[src/rtl/spi_dac_nx_pkg.sv]
// Shared types, frame builder and parameter limits for the spi_dac_nx DAC loader.
package spi_dac_nx_pkg;

  typedef enum logic [1:0] {
    IDLE  = 2'd0,
    SHIFT = 2'd1,
    GAP   = 2'd2
  } state_t;

  localparam int FRAME_MAX        = 64;
  localparam int MIN_CLK_DIV      = 1;
  localparam int MIN_CS_IDLE      = 1;
  localparam int MIN_CS_IDLE_LDAC = 2;

  // {zeros, payload, lsb_pad zeros}, right-aligned in a FRAME_MAX word
  function automatic logic [FRAME_MAX-1:0] build_frame(
    input logic [FRAME_MAX-1:0] payload,
    input int                   data_w,
    input int                   lsb_pad,
    input int                   frame_w
  );
    logic [FRAME_MAX-1:0] pay_mask;
    logic [FRAME_MAX-1:0] frm_mask;
    pay_mask = {FRAME_MAX{1'b1}} >> (FRAME_MAX - data_w);
    frm_mask = {FRAME_MAX{1'b1}} >> (FRAME_MAX - frame_w);
    return ((payload & pay_mask) << lsb_pad) & frm_mask;
  endfunction

  function automatic bit frame_fits(input int data_w, input int lsb_pad, input int frame_w);
    return (data_w >= 1) && (frame_w >= 2) && (frame_w <= FRAME_MAX) &&
           (lsb_pad >= 0) && (lsb_pad + data_w <= frame_w);
  endfunction

endpackage

[src/rtl/spi_dac_nx_sclk_gen.sv]
// SCLK generator: CLK_DIV cycles per half-period, low half first; held low and
// reset while disabled. Rise/fall strobes flag the edge at which sclk toggles.
module spi_dac_nx_sclk_gen #(
  parameter int CLK_DIV = 1
) (
  input  logic clk,
  input  logic i_rst,
  input  logic i_en,
  output logic o_sclk,
  output logic o_rise,
  output logic o_fall
);

  localparam int CW = (CLK_DIV > 1) ? $clog2(CLK_DIV) : 1;

  logic [CW-1:0] r_cnt;
  logic          r_sclk;
  logic          w_tick;

  assign w_tick = i_en && (r_cnt == CW'(CLK_DIV - 1));

  always_ff @(posedge clk) begin
    if (i_rst || !i_en) begin
      r_cnt  <= '0;
      r_sclk <= 1'b0;
    end else if (w_tick) begin
      r_cnt  <= '0;
      r_sclk <= ~r_sclk;
    end else begin
      r_cnt  <= r_cnt + CW'(1);
    end
  end

  assign o_sclk = r_sclk;
  assign o_rise = w_tick && !r_sclk;
  assign o_fall = w_tick &&  r_sclk;

endmodule

[src/rtl/spi_dac_nx.sv]
// Multi-channel serial DAC loader: one frame per handshake, all channels shifted
// MSB-first in parallel. Optional LDAC strobe under SPI_DAC_NX_LDAC_EN.
module spi_dac_nx
  import spi_dac_nx_pkg::*;
#(
  parameter int CHANNELS = 4,
  parameter int DATA_W   = 8,
  parameter int FRAME_W  = 16,
  parameter int LSB_PAD  = 4,
  parameter int CLK_DIV  = 1,
  parameter int CS_IDLE  = 2
) (
  input  logic                         clk,
  input  logic                         i_rst,
  input  logic [CHANNELS*DATA_W-1:0]   i_data,
  input  logic                         i_valid,
  output logic                         o_ready,
  output logic [CHANNELS-1:0]          o_dac_data,
  output logic                         o_dac_sclk,
  output logic                         o_dac_cs_n,
  output logic                         o_done
`ifdef SPI_DAC_NX_LDAC_EN
  ,
  output logic                         o_dac_ldac_n
`endif
);

  localparam int BW = $clog2(FRAME_W + 1);
  localparam int GW = (CS_IDLE > 1) ? $clog2(CS_IDLE) : 1;

  if (!frame_fits(DATA_W, LSB_PAD, FRAME_W)) begin : g_chk_frame
    $error("spi_dac_nx: LSB_PAD+DATA_W must fit in FRAME_W");
  end
  if (CLK_DIV < MIN_CLK_DIV || CS_IDLE < MIN_CS_IDLE) begin : g_chk_timing
    $error("spi_dac_nx: CLK_DIV and CS_IDLE must be >= 1");
  end

  state_t        r_state, w_state_nxt;
  logic [BW-1:0] r_bit, w_bit_nxt;
  logic [GW-1:0] r_gap, w_gap_nxt;
  logic          r_cs_n, w_cs_n_nxt;
  logic          r_ready, w_ready_nxt;
  logic          r_done, w_done_nxt;
  logic          w_load, w_shift;
  logic          w_en, w_sclk, w_rise, w_fall;

  assign w_en = (r_state == SHIFT);

  spi_dac_nx_sclk_gen #(.CLK_DIV(CLK_DIV)) u_sclk (
    .clk    (clk),
    .i_rst  (i_rst),
    .i_en   (w_en),
    .o_sclk (w_sclk),
    .o_rise (w_rise),
    .o_fall (w_fall)
  );

  always_ff @(posedge clk) begin
    if (i_rst) begin
      r_state <= IDLE;
      r_bit   <= '0;
      r_gap   <= '0;
      r_cs_n  <= 1'b1;
      r_ready <= 1'b0;
      r_done  <= 1'b0;
    end else begin
      r_state <= w_state_nxt;
      r_bit   <= w_bit_nxt;
      r_gap   <= w_gap_nxt;
      r_cs_n  <= w_cs_n_nxt;
      r_ready <= w_ready_nxt;
      r_done  <= w_done_nxt;
    end
  end

  // Bit counter drops on each rise; the fall after the last rise closes the frame
  always_comb begin
    w_state_nxt = r_state;
    w_bit_nxt   = r_bit;
    w_gap_nxt   = r_gap;
    w_cs_n_nxt  = r_cs_n;
    w_ready_nxt = r_ready;
    w_done_nxt  = 1'b0;
    w_load      = 1'b0;
    w_shift     = 1'b0;
    case (r_state)
      IDLE: begin
        w_ready_nxt = 1'b1;
        if (r_ready && i_valid) begin
          w_state_nxt = SHIFT;
          w_cs_n_nxt  = 1'b0;
          w_ready_nxt = 1'b0;
          w_load      = 1'b1;
          w_bit_nxt   = BW'(FRAME_W);
        end
      end
      SHIFT: begin
        if (w_rise) w_bit_nxt = r_bit - BW'(1);
        if (w_fall) begin
          w_shift = 1'b1;
          if (r_bit == '0) begin
            w_state_nxt = GAP;
            w_cs_n_nxt  = 1'b1;
            w_done_nxt  = 1'b1;
            w_gap_nxt   = GW'(CS_IDLE - 1);
          end
        end
      end
      GAP: begin
        if (r_gap == '0) begin
          w_state_nxt = IDLE;
          w_ready_nxt = 1'b1;
        end else begin
          w_gap_nxt = r_gap - GW'(1);
        end
      end
      default: w_state_nxt = IDLE;
    endcase
  end

  // Zero fill means the register is empty once the last bit leaves
  for (genvar c = 0; c < CHANNELS; c++) begin : g_ch
    logic [FRAME_W-1:0] r_sh;
    always_ff @(posedge clk) begin
      if (i_rst)
        r_sh <= '0;
      else if (w_load)
        r_sh <= FRAME_W'(build_frame(FRAME_MAX'(i_data[c*DATA_W +: DATA_W]),
                                     DATA_W, LSB_PAD, FRAME_W));
      else if (w_shift)
        r_sh <= {r_sh[FRAME_W-2:0], 1'b0};
    end
    assign o_dac_data[c] = r_sh[FRAME_W-1];
  end

  assign o_ready    = r_ready;
  assign o_dac_sclk = w_sclk;
  assign o_dac_cs_n = r_cs_n;
  assign o_done     = r_done;

`ifdef SPI_DAC_NX_LDAC_EN
  if (CS_IDLE < MIN_CS_IDLE_LDAC) begin : g_chk_ldac
    $error("spi_dac_nx: LDAC strobe needs CS_IDLE >= 2");
  end

  logic r_ldac_n;
  // r_done marks the first GAP cycle, so the strobe lands on the second
  always_ff @(posedge clk) begin
    if (i_rst) r_ldac_n <= 1'b1;
    else       r_ldac_n <= !((r_state == GAP) && r_done);
  end
  assign o_dac_ldac_n = r_ldac_n;
`endif

endmodule

[config.mk]
export PLATFORM = sky130hd
export DESIGN_NAME = spi_dac_nx
export DESIGN_NICKNAME = d
export VERILOG_FILES = /design/src/rtl/spi_dac_nx_pkg.sv /design/src/rtl/spi_dac_nx_sclk_gen.sv /design/src/rtl/spi_dac_nx.sv
export SDC_FILE = /design/constraint.sdc
export NUM_CORES = 1
export LEC_CHECK = 0
export ABC_AREA = 0
export CAP_MARGIN = 20
export CORE_ASPECT_RATIO = 1.2
export CORE_UTILIZATION = 30
export CTS_CLUSTER_DIAMETER = 30
export DETAILED_ROUTE_END_ITERATION = 10
export GPL_TIMING_DRIVEN = 0
export HOLD_SLACK_MARGIN = 0.02
export MAX_ROUTING_LAYER = met4
export PLACE_DENSITY_LB_ADDON = 0.15
export SLEW_MARGIN = 20
export SYNTH_ARGS = -nofsm -noshare
export SYNTH_HDL_FRONTEND = slang
export SYNTH_SLANG_ARGS = --single-unit
[constraint.sdc]
create_clock -name clk -period 5.05 [get_ports clk]
set_clock_uncertainty 0.1 [all_clocks]
set_input_delay 0.505 -clock clk [delete_from_list [all_inputs] [get_ports clk]]
set_output_delay 0.505 -clock clk [all_outputs]
set_load 0.1 [all_outputs]
# Word level (Yosys, flattened, before mapping)
# Index checks and enable logic that the tools add are counted.
# Widths: inputs -> output; s select.
dict set report totals {
  output_inout_bits 8
  reg_bits 61
}
dict set report classes {
  n_addsub 3
  reduce_logical 21
  bitwise 4
  eq_ne 7
  muxes 30
}
# op n
set op_table {}
lappend op_table {{$mux 12} 8}
lappend op_table {{$mux 1} 11}
lappend op_table {{$mux 5} 2}
lappend op_table {{$ne 2x2->1 const B} 5}
lappend op_table {{$pmux 5 s2} 1}
lappend op_table {{$mux 2} 4}
lappend op_table {{$reduce_and 4->1} 2}
lappend op_table {{$reduce_bool 2->1} 4}
lappend op_table {{$pmux 1 s2} 3}
lappend op_table {{$pmux 2 s3} 1}
lappend op_table {{$reduce_and 3->1} 2}
lappend op_table {{$logic_not 5->1} 1}
lappend op_table {{$sub 5x1->5 const B} 1}
lappend op_table {{$logic_and 1x1->1} 4}
lappend op_table {{$not 1->1} 4}
lappend op_table {{$reduce_or 2->1} 2}
lappend op_table {{$reduce_or 3->1} 1}
lappend op_table {{$eq 2x1->1 const B} 1}
lappend op_table {{$eq 2x2->1 const B} 1}
lappend op_table {{$logic_not 1->1} 2}
lappend op_table {{$logic_not 2->1} 1}
lappend op_table {{$reduce_and 2->1} 1}
lappend op_table {{$add 1x1->1 const B} 1}
lappend op_table {{$logic_or 1x1->1} 1}
lappend op_table {{$sub 1x1->1 const B} 1}

# Depth between registers and ports, before layout
# Gate-level depths: netlist of run 1.
dict set report logic_depth {
  depth_word 7
  depth_mapped 7
  mapped_depth_nobuf 5
}

# Modules after synthesis
# A second synthesis of run 1 with hierarchy kept.
dict set report unflattened {
  cells_unflattened 288
  area_unflattened_um2 2484.9
}
# module area_each_um2 cells_per_inst seq_area_each_um2 n_inst
set modules_own_cells {}
lappend modules_own_cells {spi_dac_nx 2402.3 281 1181.1 1}
lappend modules_own_cells {spi_dac_nx_sclk_gen 82.6 7 40.0 1}

# Worst setup path before layout of run 1
# Ideal clock, no wire load.
dict set report synth_timing {
  path_kind {reg-to-reg}
  start {register u_sclk.r_sclk (netlist: u_sclk.o_sclk)}
  end {register g_ch[0].r_sh[4]}
  path_slack_ns 2.806
  arrival_ns 2.012
  setup_ns 0.132
  required_time_ns 4.818
  stages_incl_launch_ff 6
  period_less_slack_ns 2.244
  cell_sequence {dfxtp_1 > or4bb_1 > buf_2 > buf_1 > nand3_1 > a21oi_1}
}
dict set report synth_between {
  elab_chain_cells 4
}
# item line_no
set synth_lines {}
lappend synth_lines {{from (decl)} spi_dac_nx_sclk_gen.sv:17} ;# logic r_sclk;
lappend synth_lines {{from (signal assigned)} spi_dac_nx_sclk_gen.sv:28} ;# r_sclk <= ~r_sclk;
lappend synth_lines {{$logic_and 1x1->1} spi_dac_nx_sclk_gen.sv:36} ;# assign o_fall = w_tick && r_sclk;
lappend synth_lines {{$mux 1} spi_dac_nx.sv:99} ;# if (w_fall) begin
lappend synth_lines {{$mux 1} spi_dac_nx.sv:86} ;# case (r_state)
lappend synth_lines {{$reduce_bool 2->1 (no source line)} -}
lappend synth_lines {{to (signal assigned)} spi_dac_nx.sv:128} ;# r_sh <= FRAME_W'(build_frame(FRAME_MAX'(i_data[c*DATA_W +: DATA_W]),
lappend synth_lines {{to (signal assigned)} spi_dac_nx.sv:131} ;# r_sh <= {r_sh[FRAME_W-2:0], 1'b0};
lappend synth_lines {{to (decl)} spi_dac_nx.sv:123} ;# logic [FRAME_W-1:0] r_sh;
# Every way passes these cells.
# A chain may end at the register's enable or synchronous reset.

# Final worst setup path of run 1
dict set report layout_timing {
  start {register u_sclk.r_sclk (netlist: u_sclk.o_sclk)}
  end {output port o_dac_sclk}
}
# item line_no
set layout_lines {}
lappend layout_lines {{to (decl)} spi_dac_nx.sv:19} ;# output logic o_dac_sclk,
# No word-level cell between the ends.

==> results.sh, run 1 <==
export IMPL_clkTransAtPathRegs_ps=70
export IMPL_filler_cell_count=847
export IMPL_cts_inserted_buffers=9
export IMPL_worst_ep_arrival_time_ps=1980
export IMPL_min_period_ps=2580
export IMPL_postSynthNetCount=351
export IMPL_outcome="finished clean"
export IMPL_placement_rows=36
export IMPL_path_class="register to output port"
export IMPL_cp_max_stage_cell="sky130_fd_sc_hd__clkdlybuf4s50_1"
export IMPL_critPathMaxFanout=7
export IMPL_yosysMostFrequentCell="sky130_fd_sc_hd__nand2_1"
export IMPL_yosysWarnings=0
export IMPL_drive_above_1_share_pct=8.06
export IMPL_synth_top_cells_by_area="sky130_fd_sc_hd__dfxtp_1 48%, sky130_fd_sc_hd__nand2_1 14%, sky130_fd_sc_hd__a311oi_1 9.7%"
export IMPL_worst_path_buf_inv=1
export IMPL_drt_wirelength_per_cell_um=12.7
export IMPL_synth_main_ff_cell="sky130_fd_sc_hd__dfxtp_1"
export IMPL_synth_seq_cells=61
export IMPL_powerDensity_nw_per_um2=329
export IMPL_first_pass_iters=4
export IMPL_grt_pass1_vias=2060
export IMPL_insertion_delay_of_the_later_clocked_pin_in_the_worst_skew_pair_ps=340
export IMPL_io_pins=43
export IMPL_final_hold_violation_count=0
export IMPL_ys_async_sr_fraction_pct=0
export IMPL_netlist_top_cells_count="95 x sky130_fd_sc_hd__nand2_1, 61 x sky130_fd_sc_hd__dfxtp_1, 32 x sky130_fd_sc_hd__nor2_1, 28 x sky130_fd_sc_hd__a311oi_1, 26 x sky130_fd_sc_hd__a21oi_1"
export IMPL_syn_mean_instance_area_sq_um=8.05
export IMPL_filler_free_cell_count_of_the_finished_design=486
export IMPL_critical_path_top_delay_family="buffers and inverters"
export IMPL_final_design_area_no_fill_sq_um=3280
export IMPL_slowest_delay_ps=1180
export IMPL_clockBufferDepth=2
export IMPL_postPlaceCellArea_sq_um=3090
export IMPL_post_route_period_util_pct=51.1
export IMPL_max_cap_violations=0
export IMPL_critPathCaptureType="output port"
export IMPL_detail_route_iter0_violations=95
export IMPL_multi_input_comb_area_sq_um=1150
export IMPL_die_width_um=85.9
export IMPL_place_detailed_hpwl_um=4270
export IMPL_ys_types=34
export IMPL_timing_critical_path_required_ps=4450
export IMPL_n_antenna_cell=0
export IMPL_core_region_area_sq_um=8150
export IMPL_initial_core_util_pct=31.1
export IMPL_placement_io_buffers=41
export IMPL_post_cts_setup_buffers=0
export IMPL_rsz0062_at_grt="false"
export IMPL_chipHeight_um=103
export IMPL_global_route_overflow_total=0
export IMPL_synth_area_leader_cell="sky130_fd_sc_hd__dfxtp_1"
export IMPL_start_kind="register"
export IMPL_route_antenna_remaining_nets=0
export IMPL_initial_antenna_violation_count=0
export IMPL_max_vdd_ir_drop_mv=0.0984
export IMPL_worst_slew_margin_rel_pct=35.3
export IMPL_grt_start_max_net_pins=11
export IMPL_timing_worst_slew_pin_value_ps=968
export IMPL_clock_sink_count=61
export IMPL_cts_tree="yes"
export IMPL_cts_htree_levels=3
export IMPL_grt_first_pass_wirelength_um=9980
export IMPL_setup_viol=0
export IMPL_grtUsageTotal_pct=15.2
export IMPL_f_max_mhz=387
export IMPL_setup_total_negative_slack_ps=0
export IMPL_finalPower_w=0.00108
export IMPL_synth_yosys_seq_area_share_pct=48.1
export IMPL_place_inst=470
export IMPL_gpl_final_weighted_congestion=0.765
export IMPL_min_path_type="register to register"
export IMPL_synth_to_final_area_change_pct=29.4
export IMPL_design_die_area_sq_um=8830
export IMPL_postCtsHoldBufs=0
export IMPL_final_net_count=403
export IMPL_routed_wirelength_um=6200
export IMPL_clk_root_buffer_cell="sky130_fd_sc_hd__clkbuf_8"
export IMPL_number_of_standard_cells_after_synthesis=315
export IMPL_cts_resized=0
export IMPL_final_max_slew_viol_count=0
export IMPL_cellLeakagePower_nw=1.12
export IMPL_timing_reg2reg_setup_slack_ps=2960
export IMPL_count_of_flip_flops_with_a_built_in_enable_after_synthesis=0
export IMPL_detailroute_via_count=2313
export IMPL_regArea_sq_um=1220
export IMPL_area_share_of_the_leading_cell_type_in_the_synthesized_netlist_pct=48.1
export IMPL_remaining_drc_errors=0
export IMPL_syn_cell_area_sq_um=2540
export IMPL_detail_route_vias_per_cell=4.76
export IMPL_cp_cell_sequence="clkdlybuf4s50_1"
## worst register-to-register path: cells and delay by family, from the launching register on
family,cells,cell delay (ps)
AO/OA/AOI/OAI,1,170
buffers and inverters,4,1160
flip-flops,1,330
AND/OR/NAND/NOR,1,170
## path summary, 6_finish.rpt
path,cells past startpoint,to,startpoint
min reg2reg,2,g_ch[3].r_sh[13],g_ch[3].r_sh[12]
max reg2reg,6,g_ch[3].r_sh[7],r_state[1]
max,1,o_dac_sclk,u_sclk.o_sclk
min,2,g_ch[3].r_sh[13],g_ch[3].r_sh[12]
## placed cells by master, fill, tap and decap left out, types with 2 or more instances in the layout
master	n
sky130_fd_sc_hd__nand2_1	95
sky130_fd_sc_hd__dfxtp_1	61
sky130_fd_sc_hd__clkdlybuf4s50_1	41
sky130_fd_sc_hd__nor2_1	32
sky130_fd_sc_hd__a311oi_1	28
sky130_fd_sc_hd__a21oi_1	26
sky130_fd_sc_hd__clkbuf_1	15
sky130_fd_sc_hd__buf_2	10
sky130_fd_sc_hd__clkbuf_8	10
sky130_fd_sc_hd__nand3_1	6
sky130_fd_sc_hd__inv_1	5
sky130_fd_sc_hd__buf_1	4
sky130_fd_sc_hd__buf_4	4
sky130_fd_sc_hd__mux2i_1	3
sky130_fd_sc_hd__and3_1	2
sky130_fd_sc_hd__a31oi_1	2
sky130_fd_sc_hd__nand3b_1	2
sky130_fd_sc_hd__or3_1	2
sky130_fd_sc_hd__or4_1	2
sky130_fd_sc_hd__nor3b_1	2
sky130_fd_sc_hd__clkinv_2	2
## area by class of cell
type	count	area share [%]
clock buffer	12	4.42
tap	114	4.35
buffer	31	4.38
clock inverter	4	1.45
timing repair buffer	41	12.5
sequential	61	37.2
multi-input combinational	218	35.1
inverter	5	0.572
## through the flow
stage	hold WS (ps)	util (%)	worst slack [ps]
after global placement	339	37.9	2660
after global routing	380	40.3	2430
after CTS	356	40.3	2450
after floorplan	332	-	2810
final	354	40.3	2470
after detailed placement	346	37.9	2630
## logic make-up (layout without fill, tap and decap cells)
kind of cell    after synthesis  after routing  synth area share (%)
fa+ha+maj                     1              1                 0.493
simple gates                152            152                  25.9
other cells                   1              1                 0.148
mux                           3              3                  1.18
flops                        61             61                  48.1
compound gates               60             60                  17.3
xor+xnor                      1              1                 0.345
buf+inv                      36             93                  6.41
## state kept, by name (all words and copies together), names as in the netlist
register	flops
r_bit	5
o_done	1
o_ready	1
r_state	2
o_dac_cs_n	1
u_sclk.r_cnt	1
g_ch.r_sh	48
u_sclk.o_sclk	1
r_gap	1
## power breakdown
part / total (W) / switching, W / internal (W)
Clock: 0.000431 / 0.000191 / 0.000240
Sequential: 0.000525 / 0.0000177 / 0.000507
Combinational: 0.000123 / 0.0000646 / 0.0000580
Total: 0.00108 / 0.000273 / 0.000805
## metal layers
| layer | part of all wire [%] | routed length [um] | track usage [%] |
|---|---|---|---|
| met5 | 0 | 0 | - |
| met4 | 1.9 | 117 | 9.23 |
| met2 | 47 | 2940 | 22.9 |
| met1 | 48 | 2960 | 19.1 |
| met3 | 2.8 | 174 | 2.40 |
(Power assumes the default switching activity.)
==> run 2, diff against run 1 <==
==> constraint.sdc (replaced) <==
create_clock -name clk -period 2.7 [get_ports clk]
set_clock_uncertainty 0.1 [all_clocks]
set_input_delay 0.27 -clock clk [delete_from_list [all_inputs] [get_ports clk]]
set_output_delay 0.27 -clock clk [all_outputs]
set_load 0.1 [all_outputs]
==> results of run 2 <==
The final DEF is identical to that of run 1. Status: finished clean.
Main changes from that run: setup slack after placement 2630 ps -> 513 ps; setup slack after layout 2470 ps -> 352 ps; hold slack 354 ps -> 345 ps; register-to-register setup slack 2960 ps -> 610 ps; end point of the worst hold path g_ch[3].r_sh[13] -> r_state[0]; total power 0.00108 W -> 0.00202 W; worst IR drop on VDD 0.0984 mV -> 0.184 mV
